[src/rtl/jr_hazard_ctrl_pkg.sv]
// rtl/jr_hazard_ctrl_pkg.sv - shared pipeline constants for the decode-stage jr hazard controller
package jr_hazard_ctrl_pkg;

    localparam logic [5:0] OPC_RTYPE = 6'b000000;
    localparam logic [5:0] JR_FUNCT  = 6'b001000;

    // jr target source select for the decode forwarding mux
    localparam logic [1:0] FWD_RF = 2'd0;
    localparam logic [1:0] FWD_M  = 2'd1;
    localparam logic [1:0] FWD_W  = 2'd2;

    // stall-need encoding: number of cycles the jr must wait in D
    localparam int NEED_W = 2;
    localparam logic [NEED_W-1:0] NEED_NONE = 2'd0;
    localparam logic [NEED_W-1:0] NEED_ONE  = 2'd1;
    localparam logic [NEED_W-1:0] NEED_TWO  = 2'd2;

    localparam logic [0:0] ST_IDLE  = 1'b0;
    localparam logic [0:0] ST_STALL = 1'b1;

endpackage

[src/rtl/jr_dep_detect.sv]
// rtl/jr_dep_detect.sv - combinational jr decode, producer match, stall need and forward select
module jr_dep_detect #(
    parameter int               REG_W    = 5,
    parameter int               OPF_W    = 6,
    parameter logic [OPF_W-1:0] JR_FUNCT = 6'b001000
) (
    input  logic [OPF_W-1:0] opcodeD,
    input  logic [OPF_W-1:0] functD,
    input  logic [REG_W-1:0] rsD,
    input  logic [REG_W-1:0] rdE,
    input  logic             regWriteE,
    input  logic             memReadE,
    input  logic [REG_W-1:0] rdM,
    input  logic             regWriteM,
    input  logic             memReadM,
    input  logic [REG_W-1:0] rdW,
    input  logic             regWriteW,
    output logic             is_jr,
    output logic [1:0]       need,
    output logic [1:0]       fwd_sel
);
    import jr_hazard_ctrl_pkg::*;

    logic match_e;
    logic match_m;
    logic match_w;
    logic rs_nz;

    always_comb begin
        is_jr   = (opcodeD == '0) && (functD == JR_FUNCT);
        rs_nz   = (rsD != '0);
        match_e = regWriteE && (rdE == rsD) && rs_nz;
        match_m = regWriteM && (rdM == rsD) && rs_nz;
        match_w = regWriteW && (rdW == rsD) && rs_nz;

        // A load in E needs two cycles to reach W; an ALU op in E or a load in M need one.
        need = NEED_NONE;
        if (match_e && memReadE) begin
            need = NEED_TWO;
        end else if (match_e) begin
            need = NEED_ONE;
        end else if (match_m && memReadM) begin
            need = NEED_ONE;
        end

        fwd_sel = FWD_RF;
        if (!is_jr) begin
            fwd_sel = FWD_RF;
        end else if (match_m && !memReadM) begin
            fwd_sel = FWD_M;
        end else if (match_w) begin
            fwd_sel = FWD_W;
        end
    end

endmodule

[src/rtl/jr_hazard_ctrl.sv]
// rtl/jr_hazard_ctrl.sv - decode-stage jr hazard FSM, redirect flush and saturating stall counter
module jr_hazard_ctrl #(
    parameter int               REG_W    = 5,
    parameter int               OPF_W    = 6,
    parameter logic [OPF_W-1:0] JR_FUNCT = 6'b001000,
    parameter int               PERF_W   = 16
) (
    input  logic              clk,
    input  logic              rst,
    input  logic [OPF_W-1:0]  opcodeD,
    input  logic [OPF_W-1:0]  functD,
    input  logic [REG_W-1:0]  rsD,
    input  logic [REG_W-1:0]  rdE,
    input  logic              regWriteE,
    input  logic              memReadE,
    input  logic [REG_W-1:0]  rdM,
    input  logic              regWriteM,
    input  logic              memReadM,
    input  logic [REG_W-1:0]  rdW,
    input  logic              regWriteW,
    output logic              stallF,
    output logic              stallD,
    output logic              flushE,
    output logic              flushD,
    output logic [1:0]        jrFwdSel,
    output logic [PERF_W-1:0] jrStallCnt
);
    import jr_hazard_ctrl_pkg::*;

    localparam logic [PERF_W-1:0] PERF_ONE = {{(PERF_W-1){1'b0}}, 1'b1};
    localparam logic [PERF_W-1:0] PERF_MAX = {PERF_W{1'b1}};

    logic              is_jr;
    logic [1:0]        need;
    logic [1:0]        fwd_sel;

    logic [0:0]        state_q, state_d;
    logic [NEED_W-1:0] cnt_q, cnt_d;
    logic [PERF_W-1:0] perf_q, perf_d;
    logic              stall;

    jr_dep_detect #(
        .REG_W    (REG_W),
        .OPF_W    (OPF_W),
        .JR_FUNCT (JR_FUNCT)
    ) u_dep_detect (
        .opcodeD   (opcodeD),
        .functD    (functD),
        .rsD       (rsD),
        .rdE       (rdE),
        .regWriteE (regWriteE),
        .memReadE  (memReadE),
        .rdM       (rdM),
        .regWriteM (regWriteM),
        .memReadM  (memReadM),
        .rdW       (rdW),
        .regWriteW (regWriteW),
        .is_jr     (is_jr),
        .need      (need),
        .fwd_sel   (fwd_sel)
    );

    // The detection cycle in IDLE is itself the first stall cycle, so STALL
    // only covers the remaining need-1 cycles; a one-cycle need never leaves IDLE.
    always_comb begin
        state_d = state_q;
        cnt_d   = cnt_q;
        stall   = 1'b0;
        case (state_q)
            ST_IDLE: begin
                if (is_jr && (need != NEED_NONE)) begin
                    stall = 1'b1;
                    if (need > NEED_ONE) begin
                        state_d = ST_STALL;
                        cnt_d   = need - NEED_TWO;
                    end
                end
            end
            ST_STALL: begin
                stall = 1'b1;
                if (cnt_q == '0) begin
                    state_d = ST_IDLE;
                end else begin
                    cnt_d = cnt_q - NEED_ONE;
                end
            end
            default: begin
                state_d = ST_IDLE;
                cnt_d   = '0;
            end
        endcase

        perf_d = perf_q;
        if (stall && (perf_q != PERF_MAX)) begin
            perf_d = perf_q + PERF_ONE;
        end
    end

    always_ff @(posedge clk or posedge rst) begin
        if (rst) begin
            state_q <= ST_IDLE;
            cnt_q   <= '0;
            perf_q  <= '0;
        end else begin
            state_q <= state_d;
            cnt_q   <= cnt_d;
            perf_q  <= perf_d;
        end
    end

    // The held jr in STALL is not re-decoded, so the select and redirect stay quiet there.
    always_comb begin
        stallF     = stall;
        stallD     = stall;
        flushE     = stall;
        flushD     = (state_q == ST_IDLE) && is_jr && !stall;
        jrFwdSel   = ((state_q == ST_IDLE) && !stall) ? fwd_sel : FWD_RF;
        jrStallCnt = perf_q;
    end

endmodule

[config.mk]
export PLATFORM = sky130hd
export DESIGN_NAME = jr_hazard_ctrl
export DESIGN_NICKNAME = d
export VERILOG_FILES = /design/src/rtl/jr_hazard_ctrl_pkg.sv /design/src/rtl/jr_dep_detect.sv /design/src/rtl/jr_hazard_ctrl.sv
export SDC_FILE = /design/constraint.sdc
export NUM_CORES = 1
export LEC_CHECK = 0
export BUFFER_PORTS_ARGS = -buffer_cell sky130_fd_sc_hd__buf_2
export CORE_MARGIN = 2
export CORE_UTILIZATION = 45
export DETAILED_ROUTE_END_ITERATION = 12
export MAX_ROUTING_LAYER = met4
export PLACE_DENSITY = 0.79
export SKIP_LAST_GASP = 1
export SYNTH_ARGS = -nofsm -noshare
export SYNTH_HDL_FRONTEND = slang
export SYNTH_SLANG_ARGS = --single-unit
[constraint.sdc]
create_clock -name clk -period 2.3 [get_ports clk]
set_input_delay 0.23 -clock clk [delete_from_list [all_inputs] [get_ports clk]]
set_output_delay 0.23 -clock clk [all_outputs]
set_load 0.005 [all_outputs]
After elaboration in Yosys (flattened, before gate mapping)
Index checks and enable logic that the tools add are counted.
- input port bits: 39
- output and inout port bits: 22
- memories kept: 0
- memory bits (writable): 0
- logic and storage cells: 55
- ROM bits: 0
- bits in latches: 0
- bits in registers: 19
- $mul: 0
- div/mod/pow operators: 0
- add/subtract/negate cells: 3
- eq/ne operators: 8
- multiplexer cells: 17
- bitwise logic cells: 1
- magnitude comparators: 1
- reductions and logical operators: 22
- shift-type cells: 0
- operator list (cell ; number):
    2-bit 2-to-1 mux ; 9
    16-bit by 1-bit adder with 16-bit output (second input constant) ; 1
    16-bit inequality test (second input constant) ; 1
    5-bit equality test ; 3
    1-bit logical AND ; 15
    6-bit by 4-bit equality test with 1-bit output (second input constant) ; 1
    6-bit zero test ; 1
    2-bit inequality test (second input constant) ; 3
    1-bit 2-to-1 mux ; 5
    5-bit nonzero test ; 1
    1-bit case mux with 2 select lines ; 2
    2-bit case mux with 2 select lines ; 1
    3-bit AND reduction ; 1
    2-bit by 1-bit > comparator with 1-bit output (second input constant) ; 1
    1-bit zero test ; 2
    2-bit zero test ; 1
    2-bit nonzero test ; 1
    2-bit by 1-bit subtractor with 2-bit output (second input constant) ; 1
    2-bit subtractor (second input constant) ; 1
    1-bit inverter ; 1

Depth between registers and ports, before layout
- depth after elaboration: 14
- mapped depth: 8
- gate-level depth less buffers: 7

By module
Synthesis repeated with hierarchy kept, for this count alone.
- cells, all modules: 130
- area total of the unflattened synthesis: 1275.0 µm²
- modules (own cells, without submodules) (module ; area each (µm²) ; cells each ; seq. area each (µm²) ; instances):
    jr_hazard_ctrl ; 996.0 ; 93 ; 475.5 ; 1
    jr_dep_detect ; 279.0 ; 37 ; 0.0 ; 1

Worst setup path before layout
No wires, ideal clock.
- kind: register to register
- start point: register perf_q[5], in the netlist jrStallCnt[5]
- end point: register perf_q[1], in the netlist jrStallCnt[1]
- period minus slack after synthesis: 2106 ps
- path buffers: 1
- setup time: 127 ps
- arrival time: 1978 ps
- data required time: 2173 ps
- cell stages (with the launch flop): 8
- path slack: 194 ps
- cells stage by stage: dfrtp_1 and4_1 and3_1 nand3_1 or3_1 o21ai_2 buf_6 mux2_1
- cells in the longest elaborated chain, start to end: 2
- ends and longest elaborated chain (item ; RTL line ; RTL):
    start: declaration ; jr_hazard_ctrl.sv:39 ; logic [PERF_W-1:0] perf_q, perf_d;
    start signal: assignment ; jr_hazard_ctrl.sv:107 ; perf_q <= perf_d;
    16-bit inequality test ; jr_hazard_ctrl.sv:94 ; if (stall && (perf_q != PERF_MAX)) begin
    1-bit logical AND ; jr_hazard_ctrl.sv:94 ;
No other way between the ends.
A chain may end at the register's enable or synchronous reset.

Worst setup path in the final report
Ends and elaborated chain as after synthesis.

==> flow_summary.json <==
{
  "drc": 0,
  "vias_per_cell": 5.30,
  "crit_buf_inv": 0,
  "synth.most_common_cell": "dfrtp_1",
  "cts_buffer_depth": 2,
  "yosys_warnings": 0,
  "worst_setup_path_start_kind": "flip-flop",
  "rows": 18,
  "drv_slew": 0,
  "syn_nets": 166,
  "synth_area_leader_cell": "dfrtp_1",
  "synth_top_family_by_area": "simple AND/OR/NAND/NOR gates",
  "cp_max_fo": 15,
  "pre_cts_ws_ns": 0.00280,
  "synthXorXnorAreaFrac_pct": 20.6,
  "synth_top_cell_area_share_pct": 39.9,
  "syn2layout_area_growth_pct": 31.6,
  "cts_setup_buffers": 0,
  "dieArea_um2": 3070,
  "async_flop_share_pct": 100,
  "synth_ff_type": "dfrtp_1",
  "ys_seq_elements": 19,
  "syn_area_per_cell_um2": 9.53,
  "synth_compound_area_share_pct": 4.62,
  "period_minus_slack_ns": 2.11,
  "reg2reg_depth": 6,
  "final_nets": 232,
  "fin_crit_sh_pct": 91.7,
  "critical_path.max_stage_delay_ns": 0.44,
  "cts_tree": "yes",
  "dr.pass1.iters": 6,
  "io_buffers": 60,
  "p_leak_nw": 0.840,
  "ys_seq_area_share_pct": 39.9,
  "wire_per_inst_um": 12.3,
  "synth_cells": 125,
  "grtUsageTotal_pct": 19.0,
  "htree_levels": 1,
  "slowest_stage": "or3_1",
  "first_iter_violations": 22,
  "hold_path.class": "primary input to async pin",
  "crit_chain": "and4_1 > and3_1 > nand3_1 > or3_1 > o21ai_4 > mux2_1",
  "worst_slack_ns": 0.191,
  "holdBufCountCts": 0,
  "worst_pin_slew_ns": 0.702,
  "ir_drop_mv": 0.249,
  "synthAdderAreaFrac_pct": 2.10,
  "die_x_um": 55.5,
  "post_cts_resized": 0,
  "crit_cells": 6,
  "fp.dieH_um": 55.5,
  "insertion_delay_ns": 0.30,
  "totalWireLength_um": 2700,
  "ant_nets": 0,
  "ios": 61,
  "criticalPathCategory": "flip-flop to flip-flop",
  "synth_area_um2": 1190,
  "skew_ns": 0.00585,
  "synthTopCellsByCount": "19 x dfrtp_1, 14 x xnor2_1, 14 x xor2_1, 10 x nor2_1",
  "fin_cells": 220,
  "synthSimpleGateAreaFrac_pct": 26.8,
  "dp_cells": 216,
  "grt_max_degree": 20,
  "rsz0062_at_grt": "no",
  "core_um2": 2500,
  "synth_cell_types": 32,
  "muxShareOfSynthArea_pct": 0.945,
  "max_freq_mhz": 474,
  "power_density_nw_per_um2": 371,
  "ys_top_cells_by_area": "dfrtp_1 40%, xnor2_1 10%, xor2_1 10%",
  "finalHoldViolations": 0,
  "synth_edf_count": 0,
  "cts_made_buffers": 3,
  "status": "finished, final reports clean",
  "crit_arrival_ns": 2.30,
  "cp-end-kind": "flip-flop",
  "antennaDiodeCount": 0,
  "grt_pass1_vias": 1153,
  "via_count": 1167,
  "cp.required_ns": 2.49,
  "start_util_pct": 47.6,
  "setup_viol": 0,
  "root_buffer": "clkbuf_4",
  "gp_congestion": 0.776,
  "slew-limit-headroom_pct": 53.2,
  "clock_sinks": 19,
  "grt_pass1_wl_um": 4570,
  "antenna_found_initial": 0,
  "dp_hpwl_um": 2270,
  "max-cap-violations": 0,
  "fin_setup_tns_ns": 0,
  "clk_pin_slew_ns": 0.11,
  "crit_family": "simple AND/OR/NAND/NOR gates",
  "grt.overflow.total": 0,
  "layout-drive-gt1-share_pct": 41.1
}
## final cells by class
class,count,area (um2)
Clock buffer,3,22.5
Clock inverter,1,5.00
Fill cell,217,932
Inverter,9,33.8
Multi-Input combinational cell,94,663
Sequential cell,19,475
Tap cell,30,37.5
Timing Repair Buffer,64,330
## logic make-up (layout without fill, tap and decap cells)
logic type,count (synthesis),count (layout)
and+or+nand+nor,55,55
xor gates and xnor gates,28,28
DFF,19,19
buffers and inverters,12,77
AOI/OAI and AO/OA,8,8
adders and majority gates,2,2
muxes,1,1
## registers in the layout, summed over array words and instances (netlist names)
name and count:
jrStallCnt 16, cnt_q 2, state_q 1
## through the flow
step                      power, W  utilization (%)  cell area, um2  hold WS (ns)
after floorplan           0.000374                -            1190         0.181
after global placement    0.000419             61.3            1530         0.371
after detailed placement  0.000423             61.3            1530         0.380
after CTS                 0.000591             62.4            1560        0.0430
after global routing      0.000614             62.7            1570        0.0895
final                     0.000581             62.7            1570        0.0229
## power breakdown
group	internal [W]	switching (W)
registers	0.000334	0.0000000190
logic	0.0000443	0.0000371
clock network	0.0000648	0.000101
total	0.000443	0.000138
## metal layers
layer / vias to the layer above / wire (um) / GRT usage, %
met1: 538 / 1010 / 20.2
met2: 59 / 1400 / 33.0
li1: 559 / - / -
met4: 0 / 106 / 11.8
met3: 11 / 180 / 2.81
met5: - / 0 / -
## final timing paths
path	startpoint	endpoint	slack, ns
worst max-delay path	jrStallCnt[5]	jrStallCnt[1]	0.19
worst min-delay path	rst	jrStallCnt[13]	0.02
worst max register to register	jrStallCnt[5]	jrStallCnt[1]	0.19
worst min register to register	jrStallCnt[9]	jrStallCnt[9]	0.49
max in group asynchronous	rst	jrStallCnt[4]	1.83
min in group clk	memReadE	state_q	0.29
## cells in the final DEF (no fill, tap or decap), types with 2 or more instances in the layout
cell type  Yosys  routed
ha_1           2       2
clkbuf_4       0       3
buf_2          0      60
xor2_1        14      14
nor4_1         3       3
nor3_2         3       3
dfrtp_1       19      19
buf_4          2       4
nor2_1        10      10
or4_1          2       2
nor3_1         5       5
o21ai_0        2       2
nand4_1        4       4
nand2_1        8       8
xnor2_1       14      14
or4_4          2       2
and4_1         2       2
inv_1          9       9
nand3_1        9       9
No activity file was read; power rests on OpenSTA's default activity.
